==> src/rtl/ifetch_unit_pkg.sv <==
// ifetch_unit_pkg: shared widths, fetch state encoding and PC helpers for the fetch stage.
package ifetch_unit_pkg;

  localparam int DEF_ISA_WIDTH = 32;
  localparam int PC_STEP       = 4;

  typedef enum logic [1:0] {
    ST_RUN     = 2'd0,
    ST_IO_WAIT = 2'd1,
    ST_FAULT   = 2'd2
  } fetch_state_t;

  // A fetch target must sit on a 32-bit word boundary.
  function automatic logic word_aligned(input logic [1:0] low_bits);
    return low_bits == 2'b00;
  endfunction

endpackage

==> src/rtl/ifetch_unit_if.sv <==
// ifetch_unit_if: ROM read port plus the fetch/decode handshake and redirect controls.
interface ifetch_unit_if
  import ifetch_unit_pkg::*;
#(
  parameter int ISA_WIDTH      = DEF_ISA_WIDTH,
  parameter int ROM_ADDR_WIDTH = 14
);

  logic [ROM_ADDR_WIDTH-1:0] rom_addr;
  logic [ISA_WIDTH-1:0]      rom_data;
  logic [ISA_WIDTH-1:0]      instruction;
  logic [ISA_WIDTH-1:0]      inst_pc;
  logic [ISA_WIDTH-1:0]      pc_plus4;
  logic                      inst_valid;
  logic                      id_ready;
  logic                      branch;
  logic                      nbranch;
  logic                      zero;
  logic                      jmp;
  logic                      jal;
  logic                      jr;
  logic [ISA_WIDTH-1:0]      addr_result;
  logic [ISA_WIDTH-1:0]      read_data_1;

  // The fetch unit drives the ROM address and the instruction towards decode.
  modport master (
    output rom_addr, instruction, inst_pc, pc_plus4, inst_valid,
    input  rom_data, id_ready, branch, nbranch, zero, jmp, jal, jr,
           addr_result, read_data_1
  );

  // The ROM and the rest of the core sit on the other side.
  modport slave (
    input  rom_addr, instruction, inst_pc, pc_plus4, inst_valid,
    output rom_data, id_ready, branch, nbranch, zero, jmp, jal, jr,
           addr_result, read_data_1
  );

endinterface

==> src/rtl/ifetch_unit_perf_counters.sv <==
// ifetch_perf_counters: four free-running wrap-around event counters with a shared clear.
module ifetch_perf_counters #(
  parameter int CNT_WIDTH = 32
) (
  input  logic                 clock,
  input  logic                 reset,
  input  logic                 perf_clear,
  input  logic                 ret_inc,
  input  logic                 redir_inc,
  input  logic                 stall_inc,
  output logic [CNT_WIDTH-1:0] cyc_cnt,
  output logic [CNT_WIDTH-1:0] ret_cnt,
  output logic [CNT_WIDTH-1:0] redir_cnt,
  output logic [CNT_WIDTH-1:0] stall_cnt
);

  localparam logic [CNT_WIDTH-1:0] ONE = CNT_WIDTH'(1);

  // Clear wins over any same-cycle event; otherwise each counter adds its event and wraps.
  always_ff @(posedge clock) begin
    if (reset || perf_clear) begin
      cyc_cnt   <= '0;
      ret_cnt   <= '0;
      redir_cnt <= '0;
      stall_cnt <= '0;
    end else begin
      cyc_cnt <= cyc_cnt + ONE;
      if (ret_inc)   ret_cnt   <= ret_cnt + ONE;
      if (redir_inc) redir_cnt <= redir_cnt + ONE;
      if (stall_inc) stall_cnt <= stall_cnt + ONE;
    end
  end

endmodule

==> src/rtl/ifetch_unit.sv <==
// ifetch_unit: owns the PC, addresses the sync ROM with the next PC so redirects cost no
// bubble, stalls on decode back-pressure or pending IO reads, and traps illegal targets.
module ifetch_unit
  import ifetch_unit_pkg::*;
#(
  parameter int                   ISA_WIDTH      = DEF_ISA_WIDTH,
  parameter int                   JADDR_WIDTH    = 26,
  parameter int                   ROM_ADDR_WIDTH = 14,
  parameter logic [ISA_WIDTH-1:0] RESET_PC       = '0,
  parameter int                   CNT_WIDTH      = 32
) (
  input  logic                 clock,
  input  logic                 reset,
  ifetch_unit_if.master        bus,
  input  logic                 io_read,
  input  logic                 confirm_button,
  output logic [ISA_WIDTH-1:0] link_addr,
  output logic                 io_waiting,
  output logic                 fault,
  output logic [ISA_WIDTH-1:0] fault_pc,
  input  logic                 perf_clear,
  output logic [CNT_WIDTH-1:0] cyc_cnt,
  output logic [CNT_WIDTH-1:0] ret_cnt,
  output logic [CNT_WIDTH-1:0] redir_cnt,
  output logic [CNT_WIDTH-1:0] stall_cnt
);

  localparam logic [ISA_WIDTH-1:0]      STEP       = ISA_WIDTH'(PC_STEP);
  localparam logic [ISA_WIDTH-1:0]      JMASK      = (ISA_WIDTH'(1) << (JADDR_WIDTH + 2)) - STEP;
  localparam logic [ROM_ADDR_WIDTH-1:0] RESET_WORD = RESET_PC[ROM_ADDR_WIDTH+1:2];

  fetch_state_t         state_q, state_d;
  logic [ISA_WIDTH-1:0] pc_q, pc_d;
  logic [ISA_WIDTH-1:0] pc_plus4, inst_word, jump_target, target;
  logic                 inst_valid, io_hold, accept, take_branch, target_illegal, redirect;

  assign pc_plus4    = pc_q + STEP;
  assign inst_valid  = (state_q != ST_FAULT) && !reset;
  assign inst_word   = inst_valid ? bus.rom_data : '0;
  assign io_hold     = io_read && !confirm_button;
  assign accept      = inst_valid && bus.id_ready && !io_hold;
  assign take_branch = (bus.branch && bus.zero) || (bus.nbranch && !bus.zero);
  assign jump_target = (pc_plus4 & ~JMASK) | ((inst_word << 2) & JMASK);

  // Pick the fetch target by priority: jumps, then jr, then a taken branch, else sequential.
  always_comb begin
    target = pc_plus4;
    if (bus.jmp || bus.jal) target = jump_target;
    else if (bus.jr)        target = bus.read_data_1;
    else if (take_branch)   target = bus.addr_result;
  end

  assign target_illegal = !word_aligned(target[1:0]) ||
                          (target[ISA_WIDTH-1:ROM_ADDR_WIDTH+2] != '0);
  assign redirect       = accept && !target_illegal && (target != pc_plus4);

  // The ROM sees the PC that will be current next cycle, so its data lines up with it.
  assign bus.rom_addr = reset  ? RESET_WORD :
                        accept ? target[ROM_ADDR_WIDTH+1:2] : pc_q[ROM_ADDR_WIDTH+1:2];

  assign bus.instruction = inst_word;
  assign bus.inst_pc     = pc_q;
  assign bus.pc_plus4    = pc_plus4;
  assign bus.inst_valid  = inst_valid;
  assign io_waiting      = (state_q == ST_IO_WAIT);
  assign fault           = (state_q == ST_FAULT);

  // Next state and next PC: advance on accept, trap on an illegal target, park on IO reads.
  always_comb begin
    state_d = state_q;
    pc_d    = pc_q;
    case (state_q)
      ST_RUN: begin
        if (accept) begin
          if (target_illegal) state_d = ST_FAULT;
          else                pc_d    = target;
        end else if (io_hold) begin
          state_d = ST_IO_WAIT;
        end
      end
      ST_IO_WAIT: begin
        if (accept) begin
          if (target_illegal) begin
            state_d = ST_FAULT;
          end else begin
            pc_d    = target;
            state_d = ST_RUN;
          end
        end
      end
      ST_FAULT: begin
        state_d = ST_FAULT;
      end
      default: begin
        state_d = ST_RUN;
      end
    endcase
  end

  // State, PC, link register and trap address registers.
  always_ff @(posedge clock) begin
    if (reset) begin
      state_q   <= ST_RUN;
      pc_q      <= RESET_PC;
      link_addr <= '0;
      fault_pc  <= '0;
    end else begin
      state_q <= state_d;
      pc_q    <= pc_d;
      if (accept && bus.jal)        link_addr <= pc_plus4;
      if (accept && target_illegal) fault_pc  <= pc_q;
    end
  end

  ifetch_perf_counters #(
    .CNT_WIDTH(CNT_WIDTH)
  ) u_perf (
    .clock     (clock),
    .reset     (reset),
    .perf_clear(perf_clear),
    .ret_inc   (accept),
    .redir_inc (redirect),
    .stall_inc (inst_valid && !accept),
    .cyc_cnt   (cyc_cnt),
    .ret_cnt   (ret_cnt),
    .redir_cnt (redir_cnt),
    .stall_cnt (stall_cnt)
  );

endmodule

==> src/flat_wrapper.sv <==
// flat-port wrapper written by rule: the top's interface ports become plain ports
module ifetch_unit_flat import ifetch_unit_pkg::*;
#(
  parameter int                   ISA_WIDTH      = DEF_ISA_WIDTH,
  parameter int                   JADDR_WIDTH    = 26,
  parameter int                   ROM_ADDR_WIDTH = 14,
  parameter logic [ISA_WIDTH-1:0] RESET_PC       = '0,
  parameter int                   CNT_WIDTH      = 32
)
  (clock, reset, io_read, confirm_button, link_addr, io_waiting, fault, fault_pc, perf_clear, cyc_cnt, ret_cnt, redir_cnt, stall_cnt, bus_rom_addr, bus_instruction, bus_inst_pc, bus_pc_plus4, bus_inst_valid, bus_rom_data, bus_id_ready, bus_branch, bus_nbranch, bus_zero, bus_jmp, bus_jal, bus_jr, bus_addr_result, bus_read_data_1);
  ifetch_unit_if #(.ISA_WIDTH(ISA_WIDTH), .ROM_ADDR_WIDTH(ROM_ADDR_WIDTH)) bus_i ();
  input  logic clock;
  input  logic reset;
  input  logic io_read;
  input  logic confirm_button;
  output logic [ISA_WIDTH-1:0] link_addr;
  output logic io_waiting;
  output logic fault;
  output logic [ISA_WIDTH-1:0] fault_pc;
  input  logic perf_clear;
  output logic [CNT_WIDTH-1:0] cyc_cnt;
  output logic [CNT_WIDTH-1:0] ret_cnt;
  output logic [CNT_WIDTH-1:0] redir_cnt;
  output logic [CNT_WIDTH-1:0] stall_cnt;
  output wire logic [$bits(bus_i.rom_addr)-1:0] bus_rom_addr;
  output wire logic [$bits(bus_i.instruction)-1:0] bus_instruction;
  output wire logic [$bits(bus_i.inst_pc)-1:0] bus_inst_pc;
  output wire logic [$bits(bus_i.pc_plus4)-1:0] bus_pc_plus4;
  output wire logic [$bits(bus_i.inst_valid)-1:0] bus_inst_valid;
  input wire logic [$bits(bus_i.rom_data)-1:0] bus_rom_data;
  input wire logic [$bits(bus_i.id_ready)-1:0] bus_id_ready;
  input wire logic [$bits(bus_i.branch)-1:0] bus_branch;
  input wire logic [$bits(bus_i.nbranch)-1:0] bus_nbranch;
  input wire logic [$bits(bus_i.zero)-1:0] bus_zero;
  input wire logic [$bits(bus_i.jmp)-1:0] bus_jmp;
  input wire logic [$bits(bus_i.jal)-1:0] bus_jal;
  input wire logic [$bits(bus_i.jr)-1:0] bus_jr;
  input wire logic [$bits(bus_i.addr_result)-1:0] bus_addr_result;
  input wire logic [$bits(bus_i.read_data_1)-1:0] bus_read_data_1;
  assign bus_rom_addr = bus_i.rom_addr;
  assign bus_instruction = bus_i.instruction;
  assign bus_inst_pc = bus_i.inst_pc;
  assign bus_pc_plus4 = bus_i.pc_plus4;
  assign bus_inst_valid = bus_i.inst_valid;
  assign bus_i.rom_data = bus_rom_data;
  assign bus_i.id_ready = bus_id_ready;
  assign bus_i.branch = bus_branch;
  assign bus_i.nbranch = bus_nbranch;
  assign bus_i.zero = bus_zero;
  assign bus_i.jmp = bus_jmp;
  assign bus_i.jal = bus_jal;
  assign bus_i.jr = bus_jr;
  assign bus_i.addr_result = bus_addr_result;
  assign bus_i.read_data_1 = bus_read_data_1;
  ifetch_unit #(.ISA_WIDTH(ISA_WIDTH), .JADDR_WIDTH(JADDR_WIDTH), .ROM_ADDR_WIDTH(ROM_ADDR_WIDTH), .RESET_PC(RESET_PC), .CNT_WIDTH(CNT_WIDTH)) u_core (.clock(clock), .reset(reset), .bus(bus_i), .io_read(io_read), .confirm_button(confirm_button), .link_addr(link_addr), .io_waiting(io_waiting), .fault(fault), .fault_pc(fault_pc), .perf_clear(perf_clear), .cyc_cnt(cyc_cnt), .ret_cnt(ret_cnt), .redir_cnt(redir_cnt), .stall_cnt(stall_cnt));
endmodule
==> config.mk <==
export PLATFORM = sky130hd
export DESIGN_NAME = ifetch_unit_flat
export DESIGN_NICKNAME = d
export VERILOG_FILES = /design/src/rtl/ifetch_unit_pkg.sv /design/src/rtl/ifetch_unit_if.sv /design/src/rtl/ifetch_unit_perf_counters.sv /design/src/rtl/ifetch_unit.sv /design/src/flat_wrapper.sv
export SDC_FILE = /design/constraint.sdc
export NUM_CORES = 1
export LEC_CHECK = 0
export CAP_MARGIN = 20
export CORE_MARGIN = 4
export CORE_UTILIZATION = 35
export CTS_CLUSTER_SIZE = 25
export DETAILED_ROUTE_END_ITERATION = 16
export HOLD_SLACK_MARGIN = 0.02
export SLEW_MARGIN = 40
export SYNTH_ARGS = -nofsm -noshare
export SYNTH_HDL_FRONTEND = slang
export SYNTH_SLANG_ARGS = --single-unit
==> constraint.sdc <==
create_clock -name clock -period 4.5 [get_ports clock]
set_clock_uncertainty 0.2 [all_clocks]
set_input_delay 0.9 -clock clock [delete_from_list [all_inputs] [get_ports clock]]
set_output_delay 0.9 -clock clock [all_outputs]
set_load 0.01 [all_outputs]
==> out/qor.yml <==
route:
  routed-via-count: 13800
  wl_per_cell_um: 21.3
  ant_nets: 0
  vias_per_cell: 5.47
  drc: 0
  dr.first_iter.drc_count: 1182
  drtPass1Iterations: 8
  wirelength_um: 53800
floorplanning:
  io-pin-count: 413
  fp.dieH_um: 199
  die_w_um: 199
  core_area_mm2: 0.0357
  start_util: 0.356
  rows: 69
  dieArea_mm2: 0.0395
pwr:
  power_density_mw_per_mm2: 259
  leakagePower_nw: 7.31
  p_sw_frac: 0.262
  intPower_mw: 3.59
  p_total_mw: 4.87
  peakVddDrop_v: 0.000285
  seq_power_share: 0.416
  power.net_switching_mw: 1.27
  clkPwrFrac: 0.447
  p_comb_frac: 0.137
placed_design:
  port_buffers: 412
  dp_hpwl_um: 40900
  finalWeightedCongestion: 0.986
synth:
  ys.flop_type: "dfxtp_1"
  syn_nets: 1732
  syn_avg_cell_area_um2: 7.86
  netlist_instances: 1619
  synth_seq_area_share: 0.356
  synth_edf_count: 0
  yosysWarnings: 0
  async_flop_share: 0
  syn_area_mm2: 0.0127
  ys_seq_elements: 226
  ys_types: 69
timing:
  relSlewSlack: 0.551
  finalMaxSlewViolations: 0
  period_share: 0.979
  tightestPinTransition_ns: 0.669
  rsz0062_at_grt: "no"
  setup-violations-final: 0
  final.min_clock_period_ns: 4.40
  hold_viol: 0
  max_freq_mhz: 227
setup_path:
  arrival_ns: 3.30
  r2r_cells: 13
  crit_path_end_kind: "output port"
  r2r_setup_slack_ns: 0.26
  start_kind: "register"
  r2r-start: "u_core.bus.inst_pc[2]"
  critPathKind: "register to output port"
  endpoint: "bus_pc_plus4[20]"
  cp_max_fo: 8
  startpoint: "u_core.bus.inst_pc[2]"
  r2r_end: "u_core.u_perf.redir_cnt[19]"
  required_ns: 3.40
cts:
  cts_tree: "done"
  cts_root_buf: "clkbuf_16"
  post_cts_buffers: 0
  htree_levels: 1
  clkLatencyLatePin_ns: 0.55
  ctsHoldBuffers: 0
  ctsLongestPathBuffers: 3
  clkTransAtPathRegs_ns: 0.06
  numCtsBuffers: 28
  cts.sinks: 226
finish:
  utilization: 0.526
  area_delta_synth_final_pct: 47.7
  nFillCells: 3415
  layout.nets: 2152
  final_common_cell: "clkdlybuf4s50_1"
  mostFrequentLayoutCells: "clkdlybuf4s50_1, dfxtp_1, nor2_1, nand2_1"
  drive_above_1_share: 0.0870
grt:
  first_global_vias: 13200
  grt_pass1_wl_um: 81000
  antenna_found_initial: 3
  grt-ovfl-total: 0
  grt_usage: 0.258
  grt_max_degree: 57
job:
  maxCapViolations: 0
min_path:
  hold_class: "register to register"
run_status:
  outcome: "completed"
==> final cells by class <==
cell class                      count  area, um2  share of cell area
Antenna cell                        4       10.0            0.000533
Clock buffer                       39        782              0.0416
Clock inverter                     10        108             0.00573
Inverter                           43        161             0.00859
Multi-Input combinational cell   1228       7570               0.403
Sequential cell                   226       4520               0.241
Tap cell                          461        577              0.0307
Timing Repair Buffer              512       5050               0.269
==> flip-flops by register name (all words and copies together), names as in the netlist <==
| register | flops |
|---|---|
| u_core.bus.inst_pc | 32 |
| u_core.fault_pc | 32 |
| u_core.link_addr | 32 |
| u_core.state_q | 2 |
| u_core.u_perf.cyc_cnt | 32 |
| u_core.u_perf.redir_cnt | 32 |
| u_core.u_perf.ret_cnt | 32 |
| u_core.u_perf.stall_cnt | 32 |
==> metrics by stage <==
stage	TNS [ns]	cells	instance area, um2	hold WS, ns	setup WS, ns
2_1_floorplan	0	1619	12700	0.261	0.507
3_3_place_gp	-10.90	2470	17800	0.248	-0.332
3_5_place_dp	-9.04	2470	17800	0.256	-0.285
4_1_cts	-0.00841	2519	18700	0.264	-0.00841
5_1_grt	0	2522	18800	0.292	0.000215
6_report	0	2523	18800	0.260	0.0956
==> cells in the mapped netlist (all sizes together), types with 3 or more instances <==
master,count,area share
nand2,171,0.050
o211ai,5,0.0030
inv,43,0.013
nor2b,7,0.0034
a2111oi,4,0.0032
nand3b,3,0.0018
o21ai,54,0.022
nand4,43,0.022
clkbuf,78,0.023
a22oi,4,0.0024
a21oi,91,0.036
xnor2,39,0.027
a21boi,3,0.0018
nor4,9,0.0056
mux2i,89,0.070
nor3,30,0.012
a211oi,35,0.021
ha,5,0.0049
or4,13,0.0080
a221oi,7,0.0048
o31ai,11,0.0069
nor2,208,0.061
a31oi,15,0.0074
dfxtp,226,0.36
a211o,18,0.012
or2,7,0.0034
nand2b,14,0.0069
and3,78,0.038
and4,17,0.012
or3,58,0.029
mux2,3,0.0027
xor2,64,0.044
buf,44,0.020
o221ai,4,0.0028
a2111o,12,0.011
o311ai,3,0.0021
nand3,61,0.024
o22ai,7,0.0034
and2,13,0.0064
==> how the worst min path moves through the flow <==
stage | from | endpoint | slack [ns] | cells after the start
detailed placement | u_core.link_addr[0] | u_core.link_addr[0] | 0.26 | 2
CTS | u_core.link_addr[0] | u_core.link_addr[0] | 0.26 | 2
global placement | u_core.link_addr[1] | u_core.link_addr[1] | 0.25 | 2
global route | u_core.u_perf.cyc_cnt[0] | u_core.u_perf.cyc_cnt[0] | 0.29 | 1
finish | u_core.link_addr[0] | u_core.link_addr[0] | 0.26 | 2
floorplan | u_core.state_q[1] | u_core.state_q[0] | 0.26 | 1
==> critical path, cell delays in order (launching register included) <==
cell             delay, ns
dfxtp_1               0.37
ha_2                  0.23
nand4_2               0.16
or3_4                 0.46
buf_4                 0.17
or4_1                 0.51
and2_1                0.25
inv_1                 0.07
clkdlybuf4s50_1       0.55
==> power by group through the flow <==
stage	sequential [mW]	combinational, mW	clock, mW
6_report	2.02	0.665	2.18
3_5_place_dp	2.07	0.655	0
4_1_cts	2.02	0.661	2.24
3_3_place_gp	2.07	0.652	0
5_1_grt	2.03	0.708	2.30
2_1_floorplan	2.07	0.301	0
==> cell families after synthesis <==
group           after synthesis  share of synthesized area
buf+inv                     165                     0.0564
fa+ha+maj                     5                    0.00492
xor+xnor                    103                     0.0709
compound gates              293                      0.154
mux                          92                     0.0727
simple gates                735                      0.286
flops                       226                      0.356
==> layer usage <==
layer | GRT usage | routed length, um
met2 | 0.433 | 25100
met5 | 0 | 0
met4 | 0.0621 | 1390
met1 | 0.338 | 22700
met3 | 0.0606 | 4620
==> timing repair <==
item / in CTS / in global routing
cloned: 0 / 0
resized for setup: 9 / 7
endpoints found under the setup margin: 8 / 13
pin swaps: 1 / 1
Power figures use the tool's default switching activity.
